===== src/rtl/fft_symbol_sched.sv =====
// -----------------------------------------------------------------------------
// fft_symbol_sched
//
// Frame scheduler in front of a streaming FFT core. On an accepted start it
// sends one configuration word to the core. It then passes num_symbols *
// FFT_LEN samples from the sample source to the core's data port with zero
// latency, marking the last sample of every symbol with tlast. It ends the
// frame with a one-cycle done pulse. Error events reported by the core set a
// sticky err flag.
//
// Build option:
//   FFT_SCHED_ERR_CNT_EN  when defined, err_cnt counts cycles with any error
//                         event high (saturating at 255, cleared only by RST).
//                         When undefined, err_cnt is tied to 0.
//
// Ports:
//   CLK, RST                 clock (rising edge), synchronous active-high reset
//   start, num_symbols       frame request; num_symbols latched on acceptance
//   s_axis_*                 sample source (tdata/tvalid in, tready out)
//   m_axis_data_*            FFT data input port (tdata/tvalid/tlast out, tready in)
//   m_axis_config_*          FFT config port (tdata/tvalid out, tready in)
//   event_tlast_unexpected,
//   event_tlast_missing      FFT core error events
//   busy, done               frame in progress / end-of-frame pulse
//   err, err_cnt             sticky error flag / error event count
// -----------------------------------------------------------------------------
module fft_symbol_sched #(
  parameter int         FFT_LEN   = 64,
  parameter logic       FWD_INV   = 1'b0,
  parameter logic [7:0] SCALE_SCH = 8'b01101010
) (
  input  logic        CLK,
  input  logic        RST,
  input  logic        start,
  input  logic [7:0]  num_symbols,
  input  logic [31:0] s_axis_tdata,
  input  logic        s_axis_tvalid,
  output logic        s_axis_tready,
  output logic [31:0] m_axis_data_tdata,
  output logic        m_axis_data_tvalid,
  input  logic        m_axis_data_tready,
  output logic        m_axis_data_tlast,
  output logic [15:0] m_axis_config_tdata,
  output logic        m_axis_config_tvalid,
  input  logic        m_axis_config_tready,
  input  logic        event_tlast_unexpected,
  input  logic        event_tlast_missing,
  output logic        busy,
  output logic        done,
  output logic        err,
  output logic [7:0]  err_cnt
);

  localparam int              CW        = $clog2(FFT_LEN);
  localparam logic [CW-1:0]   LAST_SAMP = CW'(FFT_LEN - 1);
  localparam logic [15:0]     CFG_WORD  = {7'b0, SCALE_SCH, FWD_INV};

  typedef enum logic [1:0] {IDLE, CONFIG, STREAM, DONE} state_t;

  state_t        state_q;
  logic [7:0]    nsym_q;      // symbols in the current frame
  logic [7:0]    sym_q;       // symbols completed so far
  logic [CW-1:0] samp_q;      // sample index within the current symbol
  logic          busy_q;
  logic          done_q;
  logic          cfg_vld_q;
  logic          strm_q;      // registered copy of (state_q == STREAM)
  logic          err_q;

  logic accept;
  logic xfer;
  logic sym_end;
  logic any_event;

  assign accept    = (state_q == IDLE) && start && (num_symbols != 8'd0);
  assign xfer      = strm_q && s_axis_tvalid && m_axis_data_tready;
  assign sym_end   = samp_q == LAST_SAMP;
  assign any_event = event_tlast_unexpected || event_tlast_missing;

  // Data path is a pure pass-through while streaming; everything is gated to 0
  // outside STREAM so the core never sees stray valids or data.
  assign s_axis_tready        = strm_q && m_axis_data_tready;
  assign m_axis_data_tvalid   = strm_q && s_axis_tvalid;
  assign m_axis_data_tdata    = strm_q ? s_axis_tdata : '0;
  // tlast follows the counter, not the handshake, so it is already high while
  // the source stalls on the last sample of a symbol.
  assign m_axis_data_tlast    = strm_q && sym_end;

  assign m_axis_config_tvalid = cfg_vld_q;
  assign m_axis_config_tdata  = cfg_vld_q ? CFG_WORD : '0;

  assign busy = busy_q;
  assign done = done_q;
  assign err  = err_q;

  // Frame FSM with its counters and registered status outputs.
  // NOTE: sequential state uses non-blocking assignments so every register
  // samples pre-edge values regardless of statement order.
  always_ff @(posedge CLK) begin
    if (RST) begin
      state_q   <= IDLE;
      nsym_q    <= '0;
      sym_q     <= '0;
      samp_q    <= '0;
      busy_q    <= 1'b0;
      done_q    <= 1'b0;
      cfg_vld_q <= 1'b0;
      strm_q    <= 1'b0;
    end else begin
      done_q <= 1'b0;
      unique case (state_q)
        IDLE: begin
          if (accept) begin
            state_q   <= CONFIG;
            nsym_q    <= num_symbols;
            sym_q     <= '0;
            samp_q    <= '0;
            busy_q    <= 1'b1;
            cfg_vld_q <= 1'b1;
          end
        end
        CONFIG: begin
          if (m_axis_config_tready) begin
            state_q   <= STREAM;
            cfg_vld_q <= 1'b0;
            strm_q    <= 1'b1;
          end
        end
        STREAM: begin
          if (xfer) begin
            samp_q <= sym_end ? '0 : samp_q + 1'b1;
            if (sym_end) begin
              sym_q <= sym_q + 8'd1;
              if (sym_q == nsym_q - 8'd1) begin
                state_q <= DONE;
                strm_q  <= 1'b0;
                done_q  <= 1'b1;
              end
            end
          end
        end
        DONE: begin
          state_q <= IDLE;
          busy_q  <= 1'b0;
        end
        default: state_q <= IDLE;
      endcase
    end
  end

  // Sticky error: an event in the same cycle as an accepted start wins.
  always_ff @(posedge CLK) begin
    if (RST)            err_q <= 1'b0;
    else if (any_event) err_q <= 1'b1;
    else if (accept)    err_q <= 1'b0;
  end

`ifdef FFT_SCHED_ERR_CNT_EN
  logic [7:0] err_cnt_q;

  always_ff @(posedge CLK) begin
    if (RST)                                  err_cnt_q <= '0;
    else if (any_event && err_cnt_q != 8'hFF) err_cnt_q <= err_cnt_q + 8'd1;
  end

  assign err_cnt = err_cnt_q;
`else
  assign err_cnt = '0;
`endif

endmodule


===== config.mk =====
export PLATFORM = sky130hd
export DESIGN_NAME = fft_symbol_sched
export DESIGN_NICKNAME = d
export VERILOG_FILES = /design/src/rtl/fft_symbol_sched.sv
export SDC_FILE = /design/constraint.sdc
export NUM_CORES = 1
export LEC_CHECK = 0
export CAP_MARGIN = 30
export CORE_ASPECT_RATIO = 1.5
export CORE_MARGIN = 2
export CORE_UTILIZATION = 42
export CTS_CLUSTER_DIAMETER = 100
export DETAILED_ROUTE_END_ITERATION = 10
export PLACE_DENSITY = 0.86
export SYNTH_ARGS = -nofsm -noshare
export SYNTH_HDL_FRONTEND = slang
export SYNTH_SLANG_ARGS = --single-unit

===== constraint.sdc =====
create_clock -name CLK -period 4.1 [get_ports CLK]
set_input_delay 0.82 -clock CLK [delete_from_list [all_inputs] [get_ports CLK]]
set_output_delay 0.82 -clock CLK [all_outputs]
set_load 0.005 [all_outputs]

==> summary.txt, run 1 <==
Setup path
  • Reg-to-reg endpoint: sym_q[7]
  • Worst reg2reg startpoint: state_q[0]
  • FF-to-FF setup slack: 1.75 ns
  • CP max-delay cell: clkdlybuf4s50_1
  • WP depth: 3
  • Worst path buffer plus inverter count: 2
  • Type of element capturing the critical path: output port
  • Critical Path RT: 3.28 ns
  • WS Path Type: in2out
  • Worst setup path endpoint: m_axis_data_tdata[3]
  • Worst-path fanout max: 1
  • Worst R2R Path Depth: 7
  • CP startpoint kind: input port
  • CP top delay family: buffers and inverters
  • CP max stage delay: 0.53 ns
  • Start point of the critical path: s_axis_tdata[3]
  • Cell chain of the critical path: clkdlybuf4s50_1 -> and2_1 -> clkdlybuf4s50_1
  • Worst path arrival time: 2.00 ns
  • CP most frequent cell: clkdlybuf4s50_1

Power and ir drop
  • Pleak: 1.14 nW
  • VDD IR-drop max: 0.282 mV
  • Psw: 502 µW
  • Power share of the clock group: 17.0%
  • PD cells: 451 nW/µm²
  • Switching share of total power: 38.3%
  • Flop pwr share: 28.8%
  • Int Power: 809 µW
  • Logic gate share of total power: 54.2%

Floorplan
  • I/O pins: 111
  • Core Footprint: 4540 µm²
  • Die W: 60.3 µm
  • Die area: 5330 µm²
  • # rows: 30
  • Starting density of the core: 43.9%
  • Die Y: 88.4 µm

Placement
  • PortBufs: 90
  • Area after DPL: 2830 µm²
  • Dpl cells: 389
  • Placer Congestion: 0.937
  • HPWL after DPL: 4.33 mm

Timing
  • Final worst path period share: 68.9%
  • Slew Viols, Final: 0
  • Clk_skew: 0.00388 ns
  • Maximum clock rate: 354 MHz
  • Final setup violating endpoints: 0
  • Setup_tns: 0 ns
  • RSZ-0062 raised after global routing: false
  • Hold Vio Cnt, Final: 0
  • Min Hold Slack: 0.480 ns
  • Worst slew pin tran: 0.783 ns
  • Fin crit period: 2.82 ns
  • Rel. slew slack: 47.6%

Global route
  • Vias in the first global route: 1802
  • Pin count of the biggest net entering global routing: 38
  • GR Util met2: 35.1%
  • First-pass GRT wire length: 8.36 mm
  • Busiest layer in global routing: met2
  • Met1 Use GR: 26.3%
  • Total grt overflow: 0
  • Met3 Use GR: 5.41%
  • GRT Total Usage: 21.2%
  • Initial antenna violation count: 0

Yosys
  • Mapped Cells: 250
  • Yosys top cell area share: 29.1%
  • Ys flop type: dfxtp_1
  • EDFF count, synth: 0
  • Mapped Avg Cell Area: 7.98 µm²
  • Top post-synthesis cells by area: dfxtp_1, and2_1, buf_4
  • Synth Register Bits: 29
  • Synth warn: 0
  • Post-synth cell types: 40
  • Post-synth top area cell: dfxtp_1
  • Register area share after synthesis: 29.1%
  • Post-synth top cells: and2_1, dfxtp_1, buf_4, nand2_1
  • Most instantiated library cell after synthesis: and2_1
  • Cell area after synthesis: 1990 µm²
  • Share of flip-flops with an asynchronous set or reset: 0%

Route
  • # DRC: 0
  • Iter 0 DRT Violations: 76
  • Routed wire length: 5.28 mm
  • DRT Pass-1 Iters: 4
  • Wire per inst: 13.3 µm
  • Post-DRT Antenna Nets: 0
  • Via/cell ratio: 4.99
  • Via count: 1982

Cells and area
  • Final cell count without fillers: 397
  • Antenna diodes: 0
  • P&R area growth vs syn: 45.7%
  • Layout Nets: 388
  • Post-route cell area: 2910 µm²
  • Fill cells: 391
  • Layout cells sized above 1: 3.30%

CTS
  • CTS Hold Bufs: 0
  • CTS buffer count: 5
  • CTS root buffer: clkbuf_8
  • Setup repair bufs after CTS: 0
  • Clock transition at the registers of the reported paths: 0.06 ns
  • Post-CTS sizing: 0
  • Clk sink count: 29
  • H-tree lvl count: 2
  • TritonCTS clock tree: yes
  • Max Root-Sink Buffers: 2
  • Skew-Pair Late Insertion Delay: 0.28 ns

Worst hold path
  • Worst min path class: reg2reg
  • Depth of the worst hold-timing path: 2

Flow run
  • Max_cap viols: 0

Status
  • Status: completed
## metal layers
layer,wire length [µm],vias to the layer above
li1,-,953
met1,2050,896
met2,2400,127
met3,748,6
met4,80,0
met5,0,-
## registers in the layout, summed over array words and instances, names as in the netlist
name / cells
sym_q: 8
err: 1
samp_q: 6
busy: 1
nsym_q: 8
strm_q: 1
state_q: 2
m_axis_config_tvalid: 1
done: 1
## worst register-to-register path, delay by kind of cell, from the launching register on
| kind | cells | cell delay, ns |
|---|---|---|
| compound gates | 2 | 0.80 |
| fa+ha+maj | 1 | 0.55 |
| simple gates | 2 | 0.24 |
| buf+inv | 1 | 0.14 |
| xor+xnor | 1 | 0.17 |
| flops | 1 | 0.34 |
## kinds of logic (layout without fill, tap and decap cells)
kind of cell | count (synthesis) | in the layout | synth area share (%)
buf+inv | 42 | 106 | 12.5
xor+xnor | 21 | 21 | 9.22
mux | 2 | 2 | 1.00
other cells | 1 | 20 | 0.188
compound gates | 29 | 29 | 10.9
fa+ha+maj | 8 | 8 | 5.02
flops | 29 | 29 | 29.1
simple gates | 118 | 118 | 32.0
## through the flow
step	setup slack, ns	util (%)	total power [mW]
6_report	1.28	64.0	1.31
4_1_cts	1.29	64.0	1.32
2_1_floorplan	1.88	-	0.856
5_1_grt	1.19	64.0	1.42
3_5_place_dp	1.14	62.2	1.09
3_3_place_gp	1.17	62.2	1.08
## how the worst min path moves through the flow
stage                      endpoint  slack [ns]       from
final                          busy        0.48       busy
after detailed placement  nsym_q[7]        0.47  nsym_q[7]
after CTS                 nsym_q[7]        0.48  nsym_q[7]
after floorplan           nsym_q[7]        0.45  nsym_q[7]
after global placement         busy        0.46       busy
after global routing           busy        0.51       busy
## area by class of cell
class	count	area, µm²	area share (%)
Inverter	8	30.0	1.03
Sequential cell	29	581	20.0
Multi-Input combinational cell	198	1230	42.5
Tap cell	64	80.1	2.76
Clock buffer	8	80.1	2.76
Timing Repair Buffer	90	901	31.0
## power by group through the flow
| stage | Clock [mW] | Sequential, mW | Combinational, mW |
|---|---|---|---|
| floorplan | 0 | 0.356 | 0.500 |
| global placement | 0 | 0.381 | 0.698 |
| detailed placement | 0 | 0.383 | 0.712 |
| CTS | 0.228 | 0.378 | 0.715 |
| global route | 0.236 | 0.390 | 0.789 |
| finish | 0.223 | 0.377 | 0.711 |
## cells in the final DEF (no fill, tap or decap), types with 2 or more instances in the layout
master,instances
clkdlybuf4s50_1,90
and2_1,37
dfxtp_1,29
conb_1,20
nand2_1,19
nor2_1,17
nand3_1,17
a21oi_1,15
xor2_1,12
xnor2_1,9
inv_1,8
ha_1,8
nand4_1,6
clkbuf_8,5
nand2b_1,4
and3_1,3
a21o_1,3
nor4_1,3
nor3_1,3
clkbuf_1,3
or2_1,2
nor3b_1,2
mux2i_1,2
Power figures use the tool's default switching activity.
==> run 2, diff against run 1 <==
Settings changed: CORE_UTILIZATION 42 to 39, PLACE_DENSITY 0.86 to 0.81.
Clock period 4.1 ns to 2.7 ns, I/O delays scaled along.
==> summary.txt, run 2 (synthesis results as in run 1) <==
Cells and area
  • Fill cells: 437
  • Layout cells sized above 1: 5.33%
  • Layout Nets: 393
  • Top flop regs: nsym_q x8, sym_q x8, samp_q x6
  • Most frequent cells in the layout: clkdlybuf4s50_1, and2_1, dfxtp_1, conb_1, nand2_1
  • P&R area growth vs syn: 47.9%
  • Final cell count without fillers: 404
  • Most common cell after layout, fill and taps aside: clkdlybuf4s50_1
  • Antenna diodes: 0

CTS
  • CTS buffer count: 5
  • TritonCTS clock tree: yes
  • Max Root-Sink Buffers: 2
  • Skew-Pair Late Insertion Delay: 0.28 ns
  • H-tree lvl count: 2
  • Clk sink count: 29
  • Setup repair bufs after CTS: 0
  • Clock transition at the registers of the reported paths: 0.06 ns
  • CTS root buffer: clkbuf_8
  • CTS Hold Bufs: 0
  • Post-CTS sizing: 0

Timing
  • Final worst slack: 0.398 ns
  • Hold Vio Cnt, Final: 0
  • Setup_tns: 0 ns
  • Min Hold Slack: 0.468 ns
  • Fin crit period: 2.30 ns
  • Clk_skew: 0.00416 ns
  • RSZ-0062 raised after global routing: false
  • Slew Viols, Final: 0
  • Worst slew pin tran: 0.618 ns
  • Maximum clock rate: 434 MHz
  • Final setup violating endpoints: 0
  • Final worst path period share: 85.3%
  • Rel. slew slack: 58.6%

Setup path
  • WS Path Type: reg2out
  • Worst path buffer plus inverter count: 1
  • Cell chain of the critical path: ha_1 -> and4_1 -> and3_1 -> clkdlybuf4s50_1
  • CP max stage delay: 0.49 ns
  • CP max-delay cell: clkdlybuf4s50_1
  • Worst-path fanout max: 3
  • Type of element capturing the critical path: output port
  • CP startpoint kind: register
  • CP top delay family: buffers and inverters
  • Critical Path RT: 2.16 ns
  • Worst path arrival time: 1.76 ns

Power and ir drop
  • Pleak: 1.17 nW
  • Design Power: 2.03 mW
  • PD cells: 687 nW/µm²
  • VDD IR-drop max: 0.469 mV

Placement
  • PortBufs: 90
  • HPWL after DPL: 4.66 mm
  • Placer Congestion: 0.882
  • Pre-CTS setup slack: 0.199 ns
  • Dpl cells: 396

Floorplan
  • Die area: 5710 µm²
  • Starting density of the core: 40.8%
  • I/O pins: 111
  • Core Footprint: 4890 µm²
  • # rows: 31
  • Die Y: 91.6 µm
  • Die W: 62.4 µm

Route
  • Wire per inst: 13.9 µm
  • Routed wire length: 5.63 mm
  • Post-DRT Antenna Nets: 0
  • Via/cell ratio: 4.94
  • Iter 0 DRT Violations: 72
  • # DRC: 0
  • DRT Pass-1 Iters: 4
  • Via count: 1997

Worst hold path
  • Worst min path class: reg2reg

Status
  • Status: completed

Global route
  • Total grt overflow: 0
  • Pin count of the biggest net entering global routing: 37
  • Vias in the first global route: 1896
  • First-pass GRT wire length: 9.13 mm
  • Initial antenna violation count: 0
  • GRT Total Usage: 20.5%

Flow run
  • Max_cap viols: 0
==> run 2: changes by cell type in the layout (fill, tap and decap cells not counted) <==
cell      change
clkbuf_1      -2
clkinv_2      +2
buf_4         +5
==> run 2: per-layer routing <==
| layer | part of all wire, % | vias up | global-route usage [%] |
|---|---|---|---|
| met3 | 12 | 6 | 5.33 |
| met1 | 39 | 902 | 24.5 |
| met2 | 48 | 129 | 35.8 |
| li1 | - | 960 | - |
| met4 | 1.2 | 0 | 6.30 |
| met5 | 0 | - | 0 |
==> run 2: final timing paths <==
path / from / end / depth (start not counted) / slack [ns]
hold / removal: busy / busy / 2 / 0.47
hold reg to reg: busy / busy / 2 / 0.47
setup reg to reg: state_q[0] / sym_q[5] / 8 / 0.45
setup / recovery: samp_q[0] / m_axis_data_tlast / 4 / 0.40
==> run 2: report_power, final <==
part | total (mW) | internal [mW] | switching, mW
Combinational | 1.14 | 0.581 | 0.558
Sequential | 0.546 | 0.486 | 0.0604
Clock | 0.340 | 0.178 | 0.161
==> run 2: area by class of cell <==
class	instances	area, µm²	area share, %
multi-input combinational	198	1230	41.9
timing repair buffer	95	938	31.8
sequential	29	581	19.7
tap	66	82.6	2.80
clock buffer	6	72.6	2.46
inverter	8	30.0	1.02
clock inverter	2	10.0	0.339
==> run 2: metrics by stage <==
step	util [%]	cell area [µm²]
global route	60.3	2950
floorplan	-	2070
global placement	58.7	2870
CTS	60.3	2950
finish	60.3	2950
detailed placement	58.7	2870
==> run 2: tightest hold or removal path, stage by stage, from the launching register on <==
cell and delay, ns:
dfxtp_1 0.31, inv_1 0.05, a221oi_1 0.06
